**src/rtl/note_player_pkg.sv**
```systemverilog
// rtl/note_player_pkg.sv - shared widths, state encoding and note step table for note_player
// Contents: NOTE_W_C/DUR_W_C/STEP_W_C/SAMPLE_W_C widths, state_e encoding,
// STEP_TABLE (64 x 20-bit unsigned 10.10 phase steps, entry 0 = rest = 0).
package note_player_pkg;

  localparam int NOTE_W_C   = 6;
  localparam int DUR_W_C    = 6;
  localparam int STEP_W_C   = 20;
  localparam int SAMPLE_W_C = 16;

  typedef enum logic [1:0] {
    ST_IDLE = 2'd0,
    ST_LOAD = 2'd1,
    ST_PLAY = 2'd2,
    ST_DONE = 2'd3
  } state_e;

  // Equal-temperament phase steps, note 49 = A4 (440 Hz), for a 1024-entry
  // sine table played at 48 kHz.
  localparam logic [STEP_W_C-1:0] STEP_TABLE [0:63] = '{
    20'd0,     20'd601,   20'd636,   20'd674,   20'd714,   20'd757,   20'd802,   20'd850,
    20'd900,   20'd954,   20'd1010,  20'd1070,  20'd1134,  20'd1201,  20'd1273,  20'd1349,
    20'd1429,  20'd1514,  20'd1604,  20'd1699,  20'd1800,  20'd1907,  20'd2021,  20'd2141,
    20'd2268,  20'd2403,  20'd2546,  20'd2697,  20'd2858,  20'd3028,  20'd3208,  20'd3398,
    20'd3600,  20'd3815,  20'd4041,  20'd4282,  20'd4536,  20'd4806,  20'd5092,  20'd5394,
    20'd5715,  20'd6055,  20'd6415,  20'd6797,  20'd7201,  20'd7629,  20'd8082,  20'd8563,
    20'd9072,  20'd9612,  20'd10184, 20'd10789, 20'd11431, 20'd12110, 20'd12830, 20'd13593,
    20'd14402, 20'd15258, 20'd16165, 20'd17127, 20'd18145, 20'd19224, 20'd20367, 20'd21578
  };

endpackage

```
**src/rtl/note_step_rom.sv**
```systemverilog
// rtl/note_step_rom.sv - synchronous 64x20 note-to-phase-step ROM, one-cycle read latency
// Ports: clk (clock), addr (note number), data (phase step of the note addressed
// on the previous clock edge).
module note_step_rom
  import note_player_pkg::*;
(
  input  logic                clk,
  input  logic [NOTE_W_C-1:0] addr,
  output logic [STEP_W_C-1:0] data
);

  logic [STEP_W_C-1:0] data_q;
  logic [STEP_W_C-1:0] data_d;

  always_comb begin
    data_d = STEP_TABLE[addr];
  end

  // Pure lookup register; its value only matters one cycle after a load.
  always_ff @(posedge clk) begin
    data_q <= data_d;
  end

  assign data = data_q;

endmodule

```
**src/rtl/note_player.sv**
```systemverilog
// rtl/note_player.sv - plays one note at a time by sequencing sine_reader
// Ports: clk, reset (async active-low); play_enable, note_to_load,
// duration_to_load, load_new_note, beat from the song sequencer;
// generate_next_sample from the codec; sine_step_size/sine_generate to and
// sine_ready/sine_sample from sine_reader; sample_out/new_sample_ready to the
// codec; done_with_note/busy to the sequencer.
module note_player
  import note_player_pkg::*;
#(
  parameter int NOTE_W   = NOTE_W_C,
  parameter int DUR_W    = DUR_W_C,
  parameter int STEP_W   = STEP_W_C,
  parameter int SAMPLE_W = SAMPLE_W_C
) (
  input  logic                clk,
  input  logic                reset,
  input  logic                play_enable,
  input  logic [NOTE_W-1:0]   note_to_load,
  input  logic [DUR_W-1:0]    duration_to_load,
  input  logic                load_new_note,
  input  logic                beat,
  input  logic                generate_next_sample,
  output logic [STEP_W-1:0]   sine_step_size,
  output logic                sine_generate,
  input  logic                sine_ready,
  input  logic [SAMPLE_W-1:0] sine_sample,
  output logic [SAMPLE_W-1:0] sample_out,
  output logic                new_sample_ready,
  output logic                done_with_note,
  output logic                busy
);

  state_e              state_q, state_d;
  logic [NOTE_W-1:0]   note_q, note_d;
  logic [DUR_W-1:0]    cnt_q, cnt_d;
  logic [STEP_W-1:0]   step_q, step_d;
  logic                pending_q, pending_d;
  logic                gen_q, gen_d;
  logic [SAMPLE_W-1:0] sample_q, sample_d;
  logic                nsr_q, nsr_d;
  logic [STEP_W-1:0]   rom_data;
  logic                live;

  // The ROM is addressed straight from the input so the step is ready in LOAD.
  note_step_rom u_rom (
    .clk  (clk),
    .addr (note_to_load),
    .data (rom_data)
  );

  assign live = (state_q == ST_PLAY) && play_enable && (note_q != '0);

  always_comb begin
    state_d   = state_q;
    note_d    = note_q;
    cnt_d     = cnt_q;
    step_d    = step_q;
    pending_d = pending_q;
    gen_d     = 1'b0;
    sample_d  = sample_q;
    nsr_d     = 1'b0;

    case (state_q)
      ST_IDLE: begin
        if (load_new_note) begin
          note_d  = note_to_load;
          cnt_d   = duration_to_load;
          state_d = ST_LOAD;
        end
      end
      ST_LOAD: begin
        step_d = rom_data;
        // The counter already holds the duration; zero skips PLAY entirely.
        if (cnt_q == '0) begin
          state_d = ST_DONE;
        end else begin
          state_d = ST_PLAY;
        end
      end
      ST_PLAY: begin
        if (beat && play_enable) begin
          cnt_d = cnt_q - DUR_W'(1);
          if (cnt_q == DUR_W'(1)) begin
            state_d = ST_DONE;
          end
        end
      end
      ST_DONE: begin
        step_d  = '0;
        state_d = ST_IDLE;
      end
      default: state_d = ST_IDLE;
    endcase

    // Sample path runs independently of the note state machine. A sine
    // request in flight survives pause and note end, and blocks new requests.
    if (pending_q) begin
      if (sine_ready) begin
        sample_d  = sine_sample;
        nsr_d     = 1'b1;
        pending_d = 1'b0;
      end
    end else if (generate_next_sample) begin
      if (live) begin
        pending_d = 1'b1;
        gen_d     = 1'b1;
      end else begin
        sample_d = '0;
        nsr_d    = 1'b1;
      end
    end
  end

  always_ff @(posedge clk or negedge reset) begin
    if (!reset) begin
      state_q   <= ST_IDLE;
      note_q    <= '0;
      cnt_q     <= '0;
      step_q    <= '0;
      pending_q <= 1'b0;
      gen_q     <= 1'b0;
      sample_q  <= '0;
      nsr_q     <= 1'b0;
    end else begin
      state_q   <= state_d;
      note_q    <= note_d;
      cnt_q     <= cnt_d;
      step_q    <= step_d;
      pending_q <= pending_d;
      gen_q     <= gen_d;
      sample_q  <= sample_d;
      nsr_q     <= nsr_d;
    end
  end

  assign sine_step_size   = step_q;
  assign sine_generate    = gen_q;
  assign sample_out       = sample_q;
  assign new_sample_ready = nsr_q;
  assign done_with_note   = (state_q == ST_DONE);
  assign busy             = (state_q == ST_LOAD) || (state_q == ST_PLAY);

endmodule

```
**config.mk**
```make
export PLATFORM = sky130hd
export DESIGN_NAME = note_player
export DESIGN_NICKNAME = d
export VERILOG_FILES = /design/src/rtl/note_player_pkg.sv /design/src/rtl/note_step_rom.sv /design/src/rtl/note_player.sv
export SDC_FILE = /design/constraint.sdc
export NUM_CORES = 1
export LEC_CHECK = 0
export ABC_AREA = 1
export CORE_ASPECT_RATIO = 0.8
export CORE_MARGIN = 5
export CORE_UTILIZATION = 33
export CTS_BUF_LIST = sky130_fd_sc_hd__clkbuf_8 sky130_fd_sc_hd__clkbuf_16
export DETAILED_ROUTE_END_ITERATION = 16
export GPL_TIMING_DRIVEN = 0
export PLACE_DENSITY = 0.62
export SETUP_SLACK_MARGIN = 0.3
export SYNTH_ARGS = -nofsm -noshare
export SYNTH_HDL_FRONTEND = slang
export SYNTH_HIERARCHICAL = 1
export SYNTH_SLANG_ARGS = --single-unit
```
**constraint.sdc**
```tcl
create_clock -name clk -period 2.6 [get_ports clk]
set_input_delay 0.39 -clock clk [delete_from_list [all_inputs] [get_ports clk]]
set_output_delay 0.39 -clock clk [all_outputs]
set_load 0.02 [all_outputs]
```
==> qor.csv <==
stage,metric,value,unit
finish,Layout area overhead,29.9,%
global_route,first-pass GRT wire length,21.1,mm
place,Detail Placement HPWL,9.58,mm
place,dpl cells,846,
sta,Rel. slew slack,0.610,
floorplan,Die Y,112,µm
floorplan,core area,0.0128,mm²
routing,ANT nets after route,0,
synthesis,"top cells by area, synth","dfrtp_1, nand2_1, nand3_1",
floorplan,IO Pins,75,
worst_setup_path,CP max FO,5,
floorplan,Rows,37,
floorplan,Initial Util,0.335,
clock_network,Max H-tree Level,3,
worst_hold_path,Tightest Hold Check Type,input port to asynchronous set/reset pin,
clock_network,"CTS clk-pin slew, worst paths",60,ps
routing,initial detailed-routing violation count,374,
sta,RSZ-0062 raised after global routing,false,
place,GPL Wtd Cong,0.943,
clock_network,CTS tree,yes,
routing,# DRC,0,
synthesis,Netlist cell types,34,
worst_setup_path,critical path endpoint category,output port,
floorplan,die width,137,µm
status,outcome,"complete, no violations",
finish,Nets,735,
place,Port Buffers,73,
sta,Layout Skew,6.67,ps
routing,drt pass-1 iters,5,
finish,# diodes,0,
synthesis,Yosys top cell by area,dfrtp_1,
pwr,Leak,2.79,nW
sta,Final setup viols,0,
routing,via count,4146,
sta,Max Freq,454,MHz
clock_network,worst-skew pair later-pin latency,330,ps
synthesis,sequential share of the synthesized area,0.380,
clock_network,number of post-CTS setup repair buffers,0,
sta,fin crit share,0.847,
worst_setup_path,R2R cell count,9,
pwr,total power,0.00500,W
worst_setup_path,arrival time worst endpoint,1810,ps
sta,Final Max Slew Viols,0,
finish,"Cell Count, Final, Fillers Out",862,
synthesis,Seq cells post-synth,68,
finish,"commonest non-fill, non-tap cell in the layout",nand2_1,
place,pre-CTS WS,-197,ps
synthesis,"Avg Cell Area, Syn",7.21,µm²
clock_network,Longest Clk Path Bufs,2,
synthesis,Yosys Warn Count,6,
synthesis,Synth top area share,0.310,
global_route,vias in the first global route,4079,
worst_setup_path,CP Class,register to output port,
flow_run,max_cap viols,0,
routing,Routed Wire Length,12.8,mm
finish,most frequent cells in the layout,"nand2_1, nand3_1, clkdlybuf4s50_1, inv_1, dfrtp_1",
global_route,initial antenna violation count,0,
sta,Final Hold Viols,0,
global_route,largest net degree at the start of global routing,36,
clock_network,total CTS buffers,9,
global_route,grt ovf,0,
pwr,VDD IR-drop max,0.000486,V
finish,share of layout cells above drive strength 1,0.124,
sta,worst-margin pin slew,585,ps
worst_setup_path,Worst R2R Start,state_q[0],
worst_setup_path,R2R Path End,sample_out[14],
floorplan,die area,0.0154,mm²
sta,setup slack after layout,399,ps
worst_setup_path,Startpoint Class,register,
clock_network,CTS root buf,clkbuf_16,
worst_setup_path,WP data required,2210,ps
worst_setup_path,r2r setup slk,1070,ps
sta,Final min period,2200,ps
pwr,PD cells,899,mW/mm²
routing,drt wl/cell,14.9,µm
synthesis,Synth Cell Area,0.00428,mm²
global_route,GRT Total Usage,0.173,
clock_network,# clock sinks,68,
synthesis,synthesized instance count,593,
finish,Layout Utilization,0.435,
routing,Via density,4.81,
worst max-delay path: stages, from the launching register on:
cell,delay [ps]
dfrtp_1,420
inv_1,110
ha_1,320
clkdlybuf4s50_1,630
final cells by class:
| cell class | count | area (µm²) |
|---|---|---|
| Clock buffer | 10 | 239 |
| Tap cell | 175 | 219 |
| Buffer | 32 | 226 |
| Timing Repair Buffer | 74 | 743 |
| Multi-Input combinational cell | 428 | 2180 |
| Inverter | 69 | 262 |
| Sequential cell | 68 | 1630 |
| Fill cell | 1335 | 7220 |
| Clock inverter | 6 | 63.8 |
stage by stage:
| stage | hold slack [ps] | setup TNS, ps | cell area [µm²] |
|---|---|---|---|
| 6_report | 8.45 | 0 | 5560 |
| 2_1_floorplan | 94.4 | 0 | 4290 |
| 5_1_grt | 27.4 | 0 | 5560 |
| 3_5_place_dp | 369 | -1160 | 5260 |
| 3_3_place_gp | 446 | -28240 | 5240 |
| 4_1_cts | 8.29 | 0 | 5560 |
power breakdown:
group / internal, W / switching [W] / total [W]
Sequential: 0.00138 / 0.000185 / 0.00156
Combinational: 0.000910 / 0.00131 / 0.00222
Clock: 0.000767 / 0.000451 / 0.00122
Total: 0.00305 / 0.00194 / 0.00500
logic make-up after synthesis:
group	share of synthesized area
AND/OR/NAND/NOR	0.368
buffers and inverters	0.114
flip-flops	0.380
AO/OA/AOI/OAI	0.0687
adder cells (fa/ha/maj)	0.0526
multiplexers	0.0158
other	0.000877
timing repair:
action	CTS	global route
setup endpoints to repair	9	6
pin swaps	0	0
hold buffers	0	0
gates resized for setup	1	3
how the worst max path moves through the flow:
stage | end | from | slack [ps]
after floorplan | u_rom/data[0] | note_to_load[0] | 1090
after global placement | sine_step_size[4] | reset | -510
after detailed placement | u_rom/data[6] | note_to_load[0] | -200
after CTS | u_rom/data[6] | note_to_load[1] | 310
after global routing | busy | state_q[0] | 370
final | busy | state_q[0] | 400
layer usage:
metal | share of wire | track usage | vias up
met1 | 0.49 | 0.254 | 1928
met2 | 0.42 | 0.252 | 132
met5 | 0 | 0 | -
met4 | 0.016 | 0.0532 | 0
li1 | - | - | 2067
met3 | 0.066 | 0.0375 | 19
cell usage after synthesis, drive strengths merged:
master,n
ha,18
nand4,1
buf,27
a22oi,1
conb,1
inv,68
or2,1
o21bai,1
nand2,194
clkinv,1
nand3,116
o21a,1
o22ai,1
o211ai,2
nand3b,2
nor2,29
clkbuf,5
a21oi,12
dfxtp,15
mux2,6
o21ai,38
dfrtp,53
state kept, by name, summed over array words and instances, names as in the netlist, 2 cells and up:
signal / cells
u_rom/data: 15
state_q: 2
sample_out: 16
sine_step_size: 20
note_q: 6
cnt_q: 6
Note: power is estimated with default switching activity, not from simulation.
